--- src/rtl/uart_rx_ctrl_if.sv ---
// Checker-side bundle of the UART RX frame controller: bit timing, the one-cycle
// checker/deserializer strobes, and the registered results coming back from the checkers.
interface uart_rx_ctrl_if;
    logic [5:0] edge_cnt;
    logic [3:0] bit_cnt;
    logic       dat_samp_en;
    logic       strt_chk_en;
    logic       deser_en;
    logic       par_chk_en;
    logic       stp_chk_en;
    logic       strt_glitch;
    logic       par_err;
    logic       stp_err;

    modport master (
        output edge_cnt, bit_cnt, dat_samp_en, strt_chk_en, deser_en, par_chk_en, stp_chk_en,
        input  strt_glitch, par_err, stp_err
    );

    modport slave (
        input  edge_cnt, bit_cnt, dat_samp_en, strt_chk_en, deser_en, par_chk_en, stp_chk_en,
        output strt_glitch, par_err, stp_err
    );
endinterface

--- src/rtl/uart_rx_ctrl.sv ---
// UART RX frame controller: detects the start bit, times each bit from the latched prescale,
// strobes the checkers once per bit at the sample point and reports one result pulse per frame.
module uart_rx_ctrl #(
    parameter int DATA_WIDTH = 8
) (
    input  logic                  clk,
    input  logic                  rst,
    input  logic                  RX_IN,
    input  logic                  PAR_EN,
    input  logic [5:0]            prescale,
    uart_rx_ctrl_if.master        chk,
    output logic                  data_valid,
    output logic                  parity_fail,
    output logic                  frame_err
);

    typedef enum logic [2:0] {
        ST_IDLE   = 3'd0,
        ST_START  = 3'd1,
        ST_DATA   = 3'd2,
        ST_PARITY = 3'd3,
        ST_STOP   = 3'd4
    } state_t;

    localparam logic [3:0] LAST_DATA_BIT = 4'(DATA_WIDTH);

    state_t     state_r;
    state_t     state_nxt_s;
    logic [5:0] edge_cnt_r;
    logic [5:0] edge_nxt_s;
    logic [3:0] bit_cnt_r;
    logic [3:0] bit_nxt_s;
    logic [5:0] ps_r;
    logic [5:0] ps_nxt_s;
    logic       pen_r;
    logic       pen_nxt_s;
    logic       par_fail_r;
    logic       par_fail_nxt_s;
    logic       dv_nxt_s;
    logic       pf_nxt_s;
    logic       fe_nxt_s;
    logic [5:0] sp_s;
    logic [5:0] sp_nxt_s;
    logic       last_edge_s;
    logic       eval_edge_s;
    logic       at_sp_nxt_s;

    logic       samp_en_r;
    logic       strt_chk_en_r;
    logic       deser_en_r;
    logic       par_chk_en_r;
    logic       stp_chk_en_r;
    logic       data_valid_r;
    logic       parity_fail_r;
    logic       frame_err_r;

    // Sample point and bit-boundary decode for the bit currently being timed
    always_comb begin
        sp_s        = {1'b0, ps_r[5:1]} + 6'd2;
        last_edge_s = (edge_cnt_r == (ps_r - 6'd1));
        eval_edge_s = (edge_cnt_r == (sp_s + 6'd1));
    end

    // Next-state, counter and result decode
    always_comb begin
        state_nxt_s    = state_r;
        edge_nxt_s     = 6'd0;
        bit_nxt_s      = 4'd0;
        ps_nxt_s       = ps_r;
        pen_nxt_s      = pen_r;
        par_fail_nxt_s = par_fail_r;
        dv_nxt_s       = 1'b0;
        pf_nxt_s       = 1'b0;
        fe_nxt_s       = 1'b0;

        case (state_r)
            ST_IDLE: begin
                if (!RX_IN) begin
                    state_nxt_s    = ST_START;
                    ps_nxt_s       = prescale;
                    pen_nxt_s      = PAR_EN;
                    par_fail_nxt_s = 1'b0;
                end else begin
                    state_nxt_s = ST_IDLE;
                end
            end
            ST_START: begin
                if (last_edge_s) begin
                    state_nxt_s = chk.strt_glitch ? ST_IDLE : ST_DATA;
                end else begin
                    state_nxt_s = ST_START;
                end
            end
            ST_DATA: begin
                if (last_edge_s && (bit_cnt_r == LAST_DATA_BIT)) begin
                    state_nxt_s = pen_r ? ST_PARITY : ST_STOP;
                end else begin
                    state_nxt_s = ST_DATA;
                end
            end
            ST_PARITY: begin
                // par_err is only meaningful the cycle after our own par_chk_en strobe
                if (eval_edge_s) begin
                    par_fail_nxt_s = chk.par_err;
                end else begin
                    par_fail_nxt_s = par_fail_r;
                end
                if (last_edge_s) begin
                    state_nxt_s = ST_STOP;
                end else begin
                    state_nxt_s = ST_PARITY;
                end
            end
            ST_STOP: begin
                // Leave mid stop bit so a back-to-back start edge is not missed
                if (eval_edge_s) begin
                    state_nxt_s = ST_IDLE;
                    if (chk.stp_err) begin
                        fe_nxt_s = 1'b1;
                    end else if (par_fail_r) begin
                        pf_nxt_s = 1'b1;
                    end else begin
                        dv_nxt_s = 1'b1;
                    end
                end else begin
                    state_nxt_s = ST_STOP;
                end
            end
            default: begin
                state_nxt_s = ST_IDLE;
            end
        endcase

        if ((state_r == ST_IDLE) || (state_nxt_s == ST_IDLE)) begin
            edge_nxt_s = 6'd0;
            bit_nxt_s  = 4'd0;
        end else if (last_edge_s) begin
            edge_nxt_s = 6'd0;
            bit_nxt_s  = bit_cnt_r + 4'd1;
        end else begin
            edge_nxt_s = edge_cnt_r + 6'd1;
            bit_nxt_s  = bit_cnt_r;
        end

        sp_nxt_s    = {1'b0, ps_nxt_s[5:1]} + 6'd2;
        at_sp_nxt_s = (edge_nxt_s == sp_nxt_s);
    end

    // State, counters, latched frame configuration and registered strobes/results
    always_ff @(posedge clk or negedge rst) begin
        if (!rst) begin
            state_r       <= ST_IDLE;
            edge_cnt_r    <= 6'd0;
            bit_cnt_r     <= 4'd0;
            ps_r          <= 6'd8;
            pen_r         <= 1'b0;
            par_fail_r    <= 1'b0;
            samp_en_r     <= 1'b0;
            strt_chk_en_r <= 1'b0;
            deser_en_r    <= 1'b0;
            par_chk_en_r  <= 1'b0;
            stp_chk_en_r  <= 1'b0;
            data_valid_r  <= 1'b0;
            parity_fail_r <= 1'b0;
            frame_err_r   <= 1'b0;
        end else begin
            state_r       <= state_nxt_s;
            edge_cnt_r    <= edge_nxt_s;
            bit_cnt_r     <= bit_nxt_s;
            ps_r          <= ps_nxt_s;
            pen_r         <= pen_nxt_s;
            par_fail_r    <= par_fail_nxt_s;
            samp_en_r     <= (state_nxt_s != ST_IDLE);
            strt_chk_en_r <= at_sp_nxt_s && (state_nxt_s == ST_START);
            deser_en_r    <= at_sp_nxt_s && (state_nxt_s == ST_DATA);
            par_chk_en_r  <= at_sp_nxt_s && (state_nxt_s == ST_PARITY);
            stp_chk_en_r  <= at_sp_nxt_s && (state_nxt_s == ST_STOP);
            data_valid_r  <= dv_nxt_s;
            parity_fail_r <= pf_nxt_s;
            frame_err_r   <= fe_nxt_s;
        end
    end

    assign chk.edge_cnt    = edge_cnt_r;
    assign chk.bit_cnt     = bit_cnt_r;
    assign chk.dat_samp_en = samp_en_r;
    assign chk.strt_chk_en = strt_chk_en_r;
    assign chk.deser_en    = deser_en_r;
    assign chk.par_chk_en  = par_chk_en_r;
    assign chk.stp_chk_en  = stp_chk_en_r;
    assign data_valid      = data_valid_r;
    assign parity_fail     = parity_fail_r;
    assign frame_err       = frame_err_r;

endmodule
--- src/flat_wrapper.sv ---
// flat-port wrapper written by rule: the top's interface ports become plain ports
module uart_rx_ctrl_flat 
#(
    parameter int DATA_WIDTH = 8
)
  (clk, rst, RX_IN, PAR_EN, prescale, data_valid, parity_fail, frame_err, chk_edge_cnt, chk_bit_cnt, chk_dat_samp_en, chk_strt_chk_en, chk_deser_en, chk_par_chk_en, chk_stp_chk_en, chk_strt_glitch, chk_par_err, chk_stp_err);
  uart_rx_ctrl_if chk_i ();
  input  logic clk;
  input  logic rst;
  input  logic RX_IN;
  input  logic PAR_EN;
  input  logic [5:0] prescale;
  output logic data_valid;
  output logic parity_fail;
  output logic frame_err;
  output wire logic [$bits(chk_i.edge_cnt)-1:0] chk_edge_cnt;
  output wire logic [$bits(chk_i.bit_cnt)-1:0] chk_bit_cnt;
  output wire logic [$bits(chk_i.dat_samp_en)-1:0] chk_dat_samp_en;
  output wire logic [$bits(chk_i.strt_chk_en)-1:0] chk_strt_chk_en;
  output wire logic [$bits(chk_i.deser_en)-1:0] chk_deser_en;
  output wire logic [$bits(chk_i.par_chk_en)-1:0] chk_par_chk_en;
  output wire logic [$bits(chk_i.stp_chk_en)-1:0] chk_stp_chk_en;
  input wire logic [$bits(chk_i.strt_glitch)-1:0] chk_strt_glitch;
  input wire logic [$bits(chk_i.par_err)-1:0] chk_par_err;
  input wire logic [$bits(chk_i.stp_err)-1:0] chk_stp_err;
  assign chk_edge_cnt = chk_i.edge_cnt;
  assign chk_bit_cnt = chk_i.bit_cnt;
  assign chk_dat_samp_en = chk_i.dat_samp_en;
  assign chk_strt_chk_en = chk_i.strt_chk_en;
  assign chk_deser_en = chk_i.deser_en;
  assign chk_par_chk_en = chk_i.par_chk_en;
  assign chk_stp_chk_en = chk_i.stp_chk_en;
  assign chk_i.strt_glitch = chk_strt_glitch;
  assign chk_i.par_err = chk_par_err;
  assign chk_i.stp_err = chk_stp_err;
  uart_rx_ctrl #(.DATA_WIDTH(DATA_WIDTH)) u_core (.clk(clk), .rst(rst), .RX_IN(RX_IN), .PAR_EN(PAR_EN), .prescale(prescale), .chk(chk_i), .data_valid(data_valid), .parity_fail(parity_fail), .frame_err(frame_err));
endmodule
--- config.mk ---
export PLATFORM = sky130hd
export DESIGN_NAME = uart_rx_ctrl_flat
export DESIGN_NICKNAME = d
export VERILOG_FILES = /design/src/rtl/uart_rx_ctrl_if.sv /design/src/rtl/uart_rx_ctrl.sv /design/src/flat_wrapper.sv
export SDC_FILE = /design/constraint.sdc
export NUM_CORES = 1
export LEC_CHECK = 0
export ABC_CLOCK_PERIOD_IN_PS = 4000
export CORE_MARGIN = 10
export CORE_UTILIZATION = 45
export CTS_CLUSTER_SIZE = 24
export DETAILED_ROUTE_END_ITERATION = 7
export PLACE_DENSITY = 0.69
export SYNTH_ARGS = -nofsm -noshare
export SYNTH_HDL_FRONTEND = slang
export SYNTH_SLANG_ARGS = --single-unit
export TNS_END_PERCENT = 10
--- constraint.sdc ---
create_clock -name clk -period 4 [get_ports clk]
set_input_delay 1.2 -clock clk [delete_from_list [all_inputs] [get_ports clk]]
set_output_delay 1.2 -clock clk [all_outputs]
set_load 0.01 [all_outputs]
Word-level counts from Yosys, hierarchy flattened
Cells that the tools add are included.

storage, ports and cells
  bits in registers = 29
  input bits = 13
  output and inout bits = 18
  logic and storage cells = 77

operators by class
  multiplexer cells = 28
  equality and inequality tests = 14
  add/subtract/negate cells = 6
  bitwise gates (word level) = 1
  reductions and logical operators = 13

operators with widths
  cell                                               number
  2-to-1 mux 6 bit                                   4
  == test 6 bit                                      3
  2-to-1 mux 3 bit                                   5
  case mux 3 bit (5 select lines)                    1
  2-to-1 mux 1 bit                                   14
  adder 5 x 2 -> 6 bit (second input constant)       2
  adder 6 x 1 -> 6 bit (second input constant)       2
  == test 3 x 2 -> 1 bit (second input constant)     4
  2-to-1 mux 4 bit                                   2
  == test 3 x 1 -> 1 bit (second input constant)     2
  == test 3 bit (second input constant)              2
  logical NOT 3 bit                                  2
  subtractor 6 x 1 -> 6 bit (second input constant)  1
  logical AND 1 bit                                  5
  adder 4 x 1 -> 4 bit (second input constant)       1
  == test 4 bit (second input constant)              1
  nonzero test 2 bit                                 2
  AND reduction 3 bit                                1
  nonzero test 3 bit                                 1
  2-to-1 mux 2 bit                                   1
  != test 2 x 1 -> 1 bit (second input constant)     1
  != test 2 bit (second input constant)              1
  case mux 1 bit (2 select lines)                    1
  AND reduction 2 bit                                1
  other kinds (2)                                    2

Longest topological paths before layout
Gate-level depths: netlist of the first run.

  depth in word-level cells = 10
  gate-level depth with buffers = 11
  gate-level depth less buffers = 11

Worst setup path after synthesis of the first run
Ideal clock, no wire load.

  path type = in2reg
  start point = input port RX_IN
  end point = register u_core.strt_chk_en_r, in the netlist u_core.chk.strt_chk_en
  path buffers = 1
  setup slack = 0.531 ns
  data required time = 3.932 ns
  arrival = 3.401 ns
  setup time = 0.068 ns
  stages on the path = 11
  path through = nor4_2 clkbuf_1 a21oi_1 inv_1 ha_1 xnor2_1 xor2_1 a32o_1 nand3_1 a211oi_2 and4b_1

between the ends
  elaborated cells on any way between the ends = 11
  those cells by class = add/sub: 1; eq/ne: 2; mux: 5; reduce/logical: 3

RTL lines
  item                    line                 source
  start, declared         flat_wrapper.sv:10   input logic RX_IN;
  2-to-1 mux 6 bit        uart_rx_ctrl.sv:78   if (!RX_IN) begin
  2-to-1 mux 6 bit        uart_rx_ctrl.sv:76   case (state_r)
  via u_core.ps_nxt_s[2]  uart_rx_ctrl.sv:34   logic [5:0] ps_nxt_s;
  adder 5 x 2 -> 6 bit    uart_rx_ctrl.sv:145  sp_nxt_s = {1'b0, ps_nxt_s[5:1]} + 6'd2;
  == test 6 bit           uart_rx_ctrl.sv:146  at_sp_nxt_s = (edge_nxt_s == sp_nxt_s);
  logical AND 1 bit       uart_rx_ctrl.sv:174  strt_chk_en_r <= at_sp_nxt_s && (state_nxt_s == ST_START);
  end signal, assigned    uart_rx_ctrl.sv:174
  end, declared           uart_rx_ctrl.sv:49   logic strt_chk_en_r;

The timed path passes the listed nets, and every way through them passes these cells.
A chain may end at the register's enable or synchronous reset.

Worst setup path after layout of the first run
  start point = input port RX_IN
  end point = register u_core.par_chk_en_r, in the netlist u_core.chk.par_chk_en

between the ends
  elaborated cells on any way between the ends = 11
  those cells by class = add/sub: 1; eq/ne: 2; mux: 5; reduce/logical: 3

RTL lines
  item                    line                 source
  2-to-1 mux 6 bit        uart_rx_ctrl.sv:78
  2-to-1 mux 6 bit        uart_rx_ctrl.sv:76
  via u_core.ps_nxt_s[2]  uart_rx_ctrl.sv:34
  adder 5 x 2 -> 6 bit    uart_rx_ctrl.sv:145
  == test 6 bit           uart_rx_ctrl.sv:146
  logical AND 1 bit       uart_rx_ctrl.sv:176  par_chk_en_r <= at_sp_nxt_s && (state_nxt_s == ST_PARITY);
  end signal, assigned    uart_rx_ctrl.sv:176
  end, declared           uart_rx_ctrl.sv:51   logic par_chk_en_r;

The timed path passes the listed nets, and every way through them passes these cells.

==> qor.csv, run 1 <==
stage;metric;value;unit
run_status;status;completed;
floorplan;die area;7060;sq um
cts;clock sink total;29;
min_path;Min-Delay Path Class;flop to flop;
synth;Synth Flop Type;dfrtp_1;
cts;# resized after CTS;0;
cts;total setup buffers inserted after CTS;0;
critical_path;Crit. End Element;flop;
floorplan;IO Pins;31;
pwr;VDD IR max;0.000325;V
critical_path;reg2reg end;u_core.chk.par_chk_en;
critical_path;CP Capture Point;u_core.chk.par_chk_en;
layout;layout cells sized above 1;0.0936;
placement;RePlAce Congestion;0.846;
synth;count of unique library cells instantiated by Yosys;50;
cts;Worst-Skew Late Latency;0.28;ns
layout;Syn-to-layout area delta;24.2;%
floorplan;Die H;84.0;microns
route;Vias;1496;
sta;Worst-Margin Slew;0.521;ns
critical_path;CP Launch Type;input pin;
floorplan;initial core utilization;0.464;
synth;post-synthesis sequential area ratio;0.394;
synth;Seq cells post-synth;29;
route;final WL;4.23;mm
critical_path;reg2reg setup slack;0.95;ns
placement;post-detail-place hpwl;3.31;mm
global_routing;initial antenna violation count;0;
synth;YS warnings;0;
critical_path;Setup Crit Path Kind;input pin to flop;
global_routing;vias in the first global route;1458;
cts;total number of H-tree levels;2;
sta;setup_tns;0;ns
critical_path;worst reg2reg path depth;10;
route;DRC Markers;0;
route;Initial DRC Count;91;
sta;unrepaired setup endpoints after global routing;false;
critical_path;CP max FO;4;
synth;syn nets;219;
cts;Reg clk slew, reported paths;0.06;ns
cts;clk buf depth;2;
global_routing;first-pass GRT wire length;7.30;mm
route;Routed Antenna Nets;0;
run;Max-Cap Viols;0;
cts;cts bufs inserted;5;
sta;Tcrit/Tclk final;0.897;
sta;Final Hold Fails;0;
pwr;Leak;0.983;nW
synth;FFs w/ async S/R, synth;1.00;
placement;Buffers on Ports;30;
synth;Cell Area, Synth;1840;sq um
synth;cells after synthesis;200;
synth;syn_area_per_cell;9.22;sq um
sta;Layout Skew;0.00578;ns
placement;Post-Place Setup Slack;0.146;ns
global_routing;GRT overflow;0;
layout;diode count;0;
floorplan;Die Span X;84.0;microns
cts;clock tree from TritonCTS;done;
sta;relative slew slack;0.648;
synth;Post-synth EDFFs;0;
global_routing;largest net degree at the start of global routing;30;
sta;post-route setup slack;0.413;ns
sta;max-slew violations;0;
route;First-pass DRT Iterations;4;
critical_path;crit path DAT;3.80;ns
floorplan;# rows;23;
critical_path;worst setup path startpoint;RX_IN;
cts;root buf cell;clkbuf_8;
critical_path;start of the worst register-to-register path;u_core.ps_r[1];
route;routed wire length per instance;14.9;microns
critical_path;Worst EP required;4.21;ns
cts;hold_buf cts;0;
layout;Nets;253;
floorplan;core footprint;3970;sq um
sta;min cycle time layout;3.59;ns
sta;fmax;279;MHz
pwr;Pwr Density;715;nW/um^2
global_routing;gr usage total;0.126;
route;Avg Vias per Cell;5.25;
sta;Setup Viol. Count Final;0;
-- sequential cells by signal, summed over array words and instances (netlist names), 3 cells and up --
name                 cells
u_core.ps_r              6
u_core.chk.bit_cnt       4
u_core.state_r           3
u_core.chk.edge_cnt      6
-- kinds of logic after synthesis --
family	after synthesis	synth area share
buffers and inverters	19	0.0448
AND/OR/NAND/NOR	86	0.255
flip-flops	29	0.394
AO/OA/AOI/OAI	32	0.123
XOR/XNOR	26	0.131
multiplexers	2	0.0115
adder cells (fa/ha/maj)	6	0.0407
-- critical path, stage by stage --
cell	delay [ns]
clkdlybuf4s50_1	0.44
nor4_2	0.33
nor2_1	0.06
a21oi_1	0.17
inv_1	0.08
ha_1	0.22
xnor2_1	0.31
xor2_1	0.19
a32o_1	0.18
nand3_1	0.09
a211oi_2	0.30
and4_1	0.23
-- Yosys cell counts, types with 2 or more instances --
library cell   n  area [sq um]
nor4b_4        2          47.6
dfrtp_1       28           701
xor2_1        10          87.6
xnor2_1       15           131
a31oi_1        2          12.5
nor3_1         6          30.0
and3_1         4          25.0
clkbuf_1       4          15.0
nand3_1        8          40.0
ha_1           6          75.1
o21ai_0        7          35.0
inv_1         11          41.3
nand2b_1       5          31.3
nand4_1        2          12.5
nor2_1        17          63.8
buf_2          2          10.0
o31ai_1        3          22.5
and4_1         2          17.5
nor2b_1        4          25.0
nand2_1       27           101
a21oi_1        4          20.0
nor3b_1        3          22.5
-- worst min path at each step --
stage                 startpoint                 to  slack, ns  depth (start not counted)
2_1_floorplan  u_core.par_fail_r  u_core.data_valid       0.42                          1
3_3_place_gp   u_core.par_fail_r  u_core.data_valid       0.44                          1
3_5_place_dp   u_core.par_fail_r  u_core.data_valid       0.45                          1
4_1_cts        u_core.par_fail_r  u_core.data_valid       0.46                          1
5_1_grt        u_core.par_fail_r  u_core.data_valid       0.47                          1
6_report       u_core.par_fail_r  u_core.data_valid       0.46                          1
-- report_power, final --
group | switching, mW | total (mW) | leakage [nW] | internal, mW
Clock | 0.113 | 0.232 | 0.0439 | 0.120
Combinational | 0.468 | 0.892 | 0.561 | 0.423
Sequential | 0.141 | 0.513 | 0.378 | 0.372
-- placed cells by master, fill, tap and decap left out, types with 2 or more instances in the layout --
| master | count |
|---|---|
| clkinv_2 | 2 |
| nor4b_4 | 2 |
| and3_1 | 4 |
| nor3_1 | 6 |
| inv_1 | 11 |
| clkbuf_8 | 5 |
| xor2_1 | 10 |
| nor2b_1 | 4 |
| xnor2_1 | 15 |
| dfrtp_1 | 28 |
| nor3b_1 | 3 |
| nand2b_1 | 5 |
| nor2_1 | 17 |
| nand2_1 | 27 |
| ha_1 | 6 |
| a21oi_1 | 4 |
| o21ai_0 | 7 |
| a31oi_1 | 2 |
| nand3_1 | 8 |
| clkdlybuf4s50_1 | 30 |
| o31ai_1 | 3 |
| nand4_1 | 2 |
| and4_1 | 2 |
| buf_4 | 5 |
-- layer usage --
layer / routed length [microns] / vias up / global-route usage
met3: 189 / 7 / 0.0332
met2: 1930 / 24 / 0.191
met4: 73 / 0 / 0.0502
li1: - / 762 / -
met1: 2040 / 703 / 0.165
met5: 0 / - / 0
-- stage by stage --
step	std cells	instance area, sq um	hold slack [ns]	utilization	power [mW]
after floorplan	200	1840	0.420	-	1.18
after global placement	277	2200	0.440	0.555	1.40
after detailed placement	277	2200	0.453	0.555	1.41
after CTS	285	2290	0.461	0.577	1.64
after global routing	285	2290	0.472	0.577	1.79
final	285	2290	0.460	0.577	1.64
-- cell type report --
type / instances / area, sq um
multi-input cells: 152 / 1030
clock inverters: 3 / 17.5
well taps: 50 / 62.6
fillers: 372 / 1680
clock buffers: 5 / 68.8
repair buffers: 35 / 338
inverters: 11 / 41.3
flip-flops and latches: 29 / 727
No activity file was read; power rests on OpenSTA's default activity.
==> run 2: changes to the inputs <==
--- a/config.mk
+++ b/config.mk
@@ -7,10 +7,9 @@
 export LEC_CHECK = 0
 export ABC_CLOCK_PERIOD_IN_PS = 4000
 export CORE_MARGIN = 10
-export CORE_UTILIZATION = 45
+export CORE_UTILIZATION = 23
 export CTS_CLUSTER_SIZE = 24
 export DETAILED_ROUTE_END_ITERATION = 7
-export PLACE_DENSITY = 0.69
 export SYNTH_ARGS = -nofsm -noshare
 export SYNTH_HDL_FRONTEND = slang
 export SYNTH_SLANG_ARGS = --single-unit
==> qor.csv, run 2 (same netlist as run 1, synthesis figures left out) <==
stage;metric;value;unit
route;DRC Markers;0;
min_path;hold path cells;1;
sta;setup_tns;0;ns
pwr;Pwr Density;730;nW/um^2
floorplan;# rows;32;
layout;diode count;0;
floorplan;IO Pins;31;
critical_path;CP Launch Type;input pin;
critical_path;reg2reg end;u_core.chk.strt_chk_en;
pwr;Clock power frac;0.183;
critical_path;crit path DAT;3.85;ns
route;Avg Vias per Cell;4.56;
critical_path;Crit. End Element;flop;
cts;hold_buf cts;0;
global_routing;first-pass GRT wire length;7.87;mm
critical_path;Critical-path top delay cell;clkdlybuf4s50_1;
layout;footprint of the multi-input gates;1030;sq um
min_path;hold_sp;u_core.par_fail_r;
global_routing;gr usage total;0.0830;
cts;clock sink total;29;
floorplan;core footprint;7770;sq um
critical_path;Setup Crit Path Kind;input pin to flop;
layout;commonest non-fill, non-tap cell in the layout;clkdlybuf4s50_1;
critical_path;cells along the critical path;clkdlybuf4s50_1, nor4_2, nor2_1, a21oi_1, inv_1, ha_1, xnor2_1, xor2_1, a32o_1, nand3_1, a211oi_2, and4b_1;
layout;commonest non-fill, non-tap cells in the layout;30 x clkdlybuf4s50_1, 28 x dfrtp_1, 27 x nand2_1;
pwr;sw frac;0.426;
sta;max-slew violations;0;
route;Vias;1540;
cts;Reg clk slew, reported paths;0.07;ns
cts;total setup buffers inserted after CTS;0;
sta;Setup Viol. Count Final;0;
floorplan;die area;12000;sq um
layout;fin util;0.308;
sta;min cycle time layout;3.63;ns
critical_path;start of the worst register-to-register path;u_core.ps_r[1];
cts;root buf cell;clkbuf_8;
critical_path;reg2reg setup slack;0.79;ns
run_status;status;completed;
sta;Final Hold Fails;0;
critical_path;slowest stage delay, CP;0.45;ns
min_path;hold endpoint;u_core.data_valid;
cts;cts bufs inserted;5;
global_routing;largest net degree at the start of global routing;30;
cts;total number of H-tree levels;2;
route;First-pass DRT Iterations;4;
min_path;Min-Delay Path Class;flop to flop;
layout;Syn-to-layout area delta;29.9;%
placement;Buffers on Ports;30;
route;routed wire length per instance;14.3;microns
sta;Layout Skew;0.00472;ns
critical_path;CP bufs+invs;2;
pwr;VDD IR max;0.000225;V
sta;Worst-Margin Slew;0.463;ns
pwr;Pwr Total;1.75;mW
layout;Fill cells;841;
critical_path;CP max FO;4;
placement;RePlAce Congestion;0.844;
critical_path;CP top delay family;simple AND/OR/NAND/NOR gates;
critical_path;worst reg2reg path depth;11;
layout;layout cells sized above 1;0.0975;
critical_path;Worst EP required;4.22;ns
run;Max-Cap Viols;0;
pwr;Gate power share;0.520;
route;final WL;4.85;mm
sta;fmax;276;MHz
cts;# resized after CTS;0;
pwr;Leak;1.00;nW
sta;unrepaired setup endpoints after global routing;false;
cts;clk buf depth;2;
sta;Tcrit/Tclk final;0.907;
floorplan;Die H;110;microns
floorplan;Die Span X;110;microns
pwr;sequential share of power;0.297;
layout;register area;727;sq um
cts;Worst-Skew Late Latency;0.28;ns
global_routing;vias in the first global route;1534;
cts;clock tree from TritonCTS;done;
global_routing;initial antenna violation count;0;
pwr;Psw;746;uW
sta;relative slew slack;0.688;
route;Initial DRC Count;97;
pwr;Int Power;1.00;mW
floorplan;initial core utilization;0.237;
placement;post-detail-place hpwl;3.73;mm
route;Routed Antenna Nets;0;
global_routing;GRT overflow;0;
layout;Nets;254;
-- run 2: cell types whose count changed in the layout (fill, tap and decap cells not counted) --
| cell | delta |
|---|---|
| buf_4 | +1 |
| bufinv_16 | +1 |
| clkbuf_8 | +1 |
| clkinv_2 | -2 |
-- run 2: power by group through the flow --
stage               logic (mW)  clock network [mW]  registers, mW
floorplan                0.732                   0          0.448
global route              1.02               0.340          0.534
global placement         0.895                   0          0.520
finish                   0.909               0.320          0.520
CTS                      0.915               0.326          0.520
detailed placement       0.908                   0          0.524
-- run 2: final cells by class --
| cell class | instances | share of cell area |
|---|---|---|
| clock buffers | 6 | 0.0345 |
| multi-input cells | 152 | 0.432 |
| clock inverters | 2 | 0.0157 |
| inverters | 11 | 0.0172 |
| well taps | 102 | 0.0533 |
| flip-flops and latches | 29 | 0.303 |
| repair buffers | 36 | 0.144 |
-- run 2: worst max-delay path by stage --
stage / start / end / slack (ns) / depth (start not counted)
2_1_floorplan: RX_IN / u_core.chk.strt_chk_en / 0.53 / 11
3_3_place_gp: RX_IN / u_core.chk.strt_chk_en / 0.21 / 12
3_5_place_dp: RX_IN / u_core.chk.par_chk_en / 0.11 / 12
4_1_cts: RX_IN / u_core.chk.strt_chk_en / 0.38 / 12
5_1_grt: RX_IN / u_core.chk.deser_en / 0.13 / 12
6_report: RX_IN / u_core.chk.strt_chk_en / 0.37 / 12
-- run 2: layer usage --
| metal | track usage | share of wire |
|---|---|---|
| met2 | 0.138 | 0.49 |
| met5 | 0 | 0 |
| met1 | 0.103 | 0.45 |
| met4 | 0.0307 | 0.014 |
| met3 | 0.0187 | 0.044 |
-- run 2: metrics by stage --
stage	setup WS, ns	hold slack [ns]	std cells	instance area [sq um]
floorplan	0.531	0.420	200	1840
global placement	0.209	0.441	330	2280
detailed placement	0.115	0.448	330	2280
CTS	0.380	0.456	338	2400
global route	0.130	0.470	338	2400
finish	0.371	0.452	338	2400
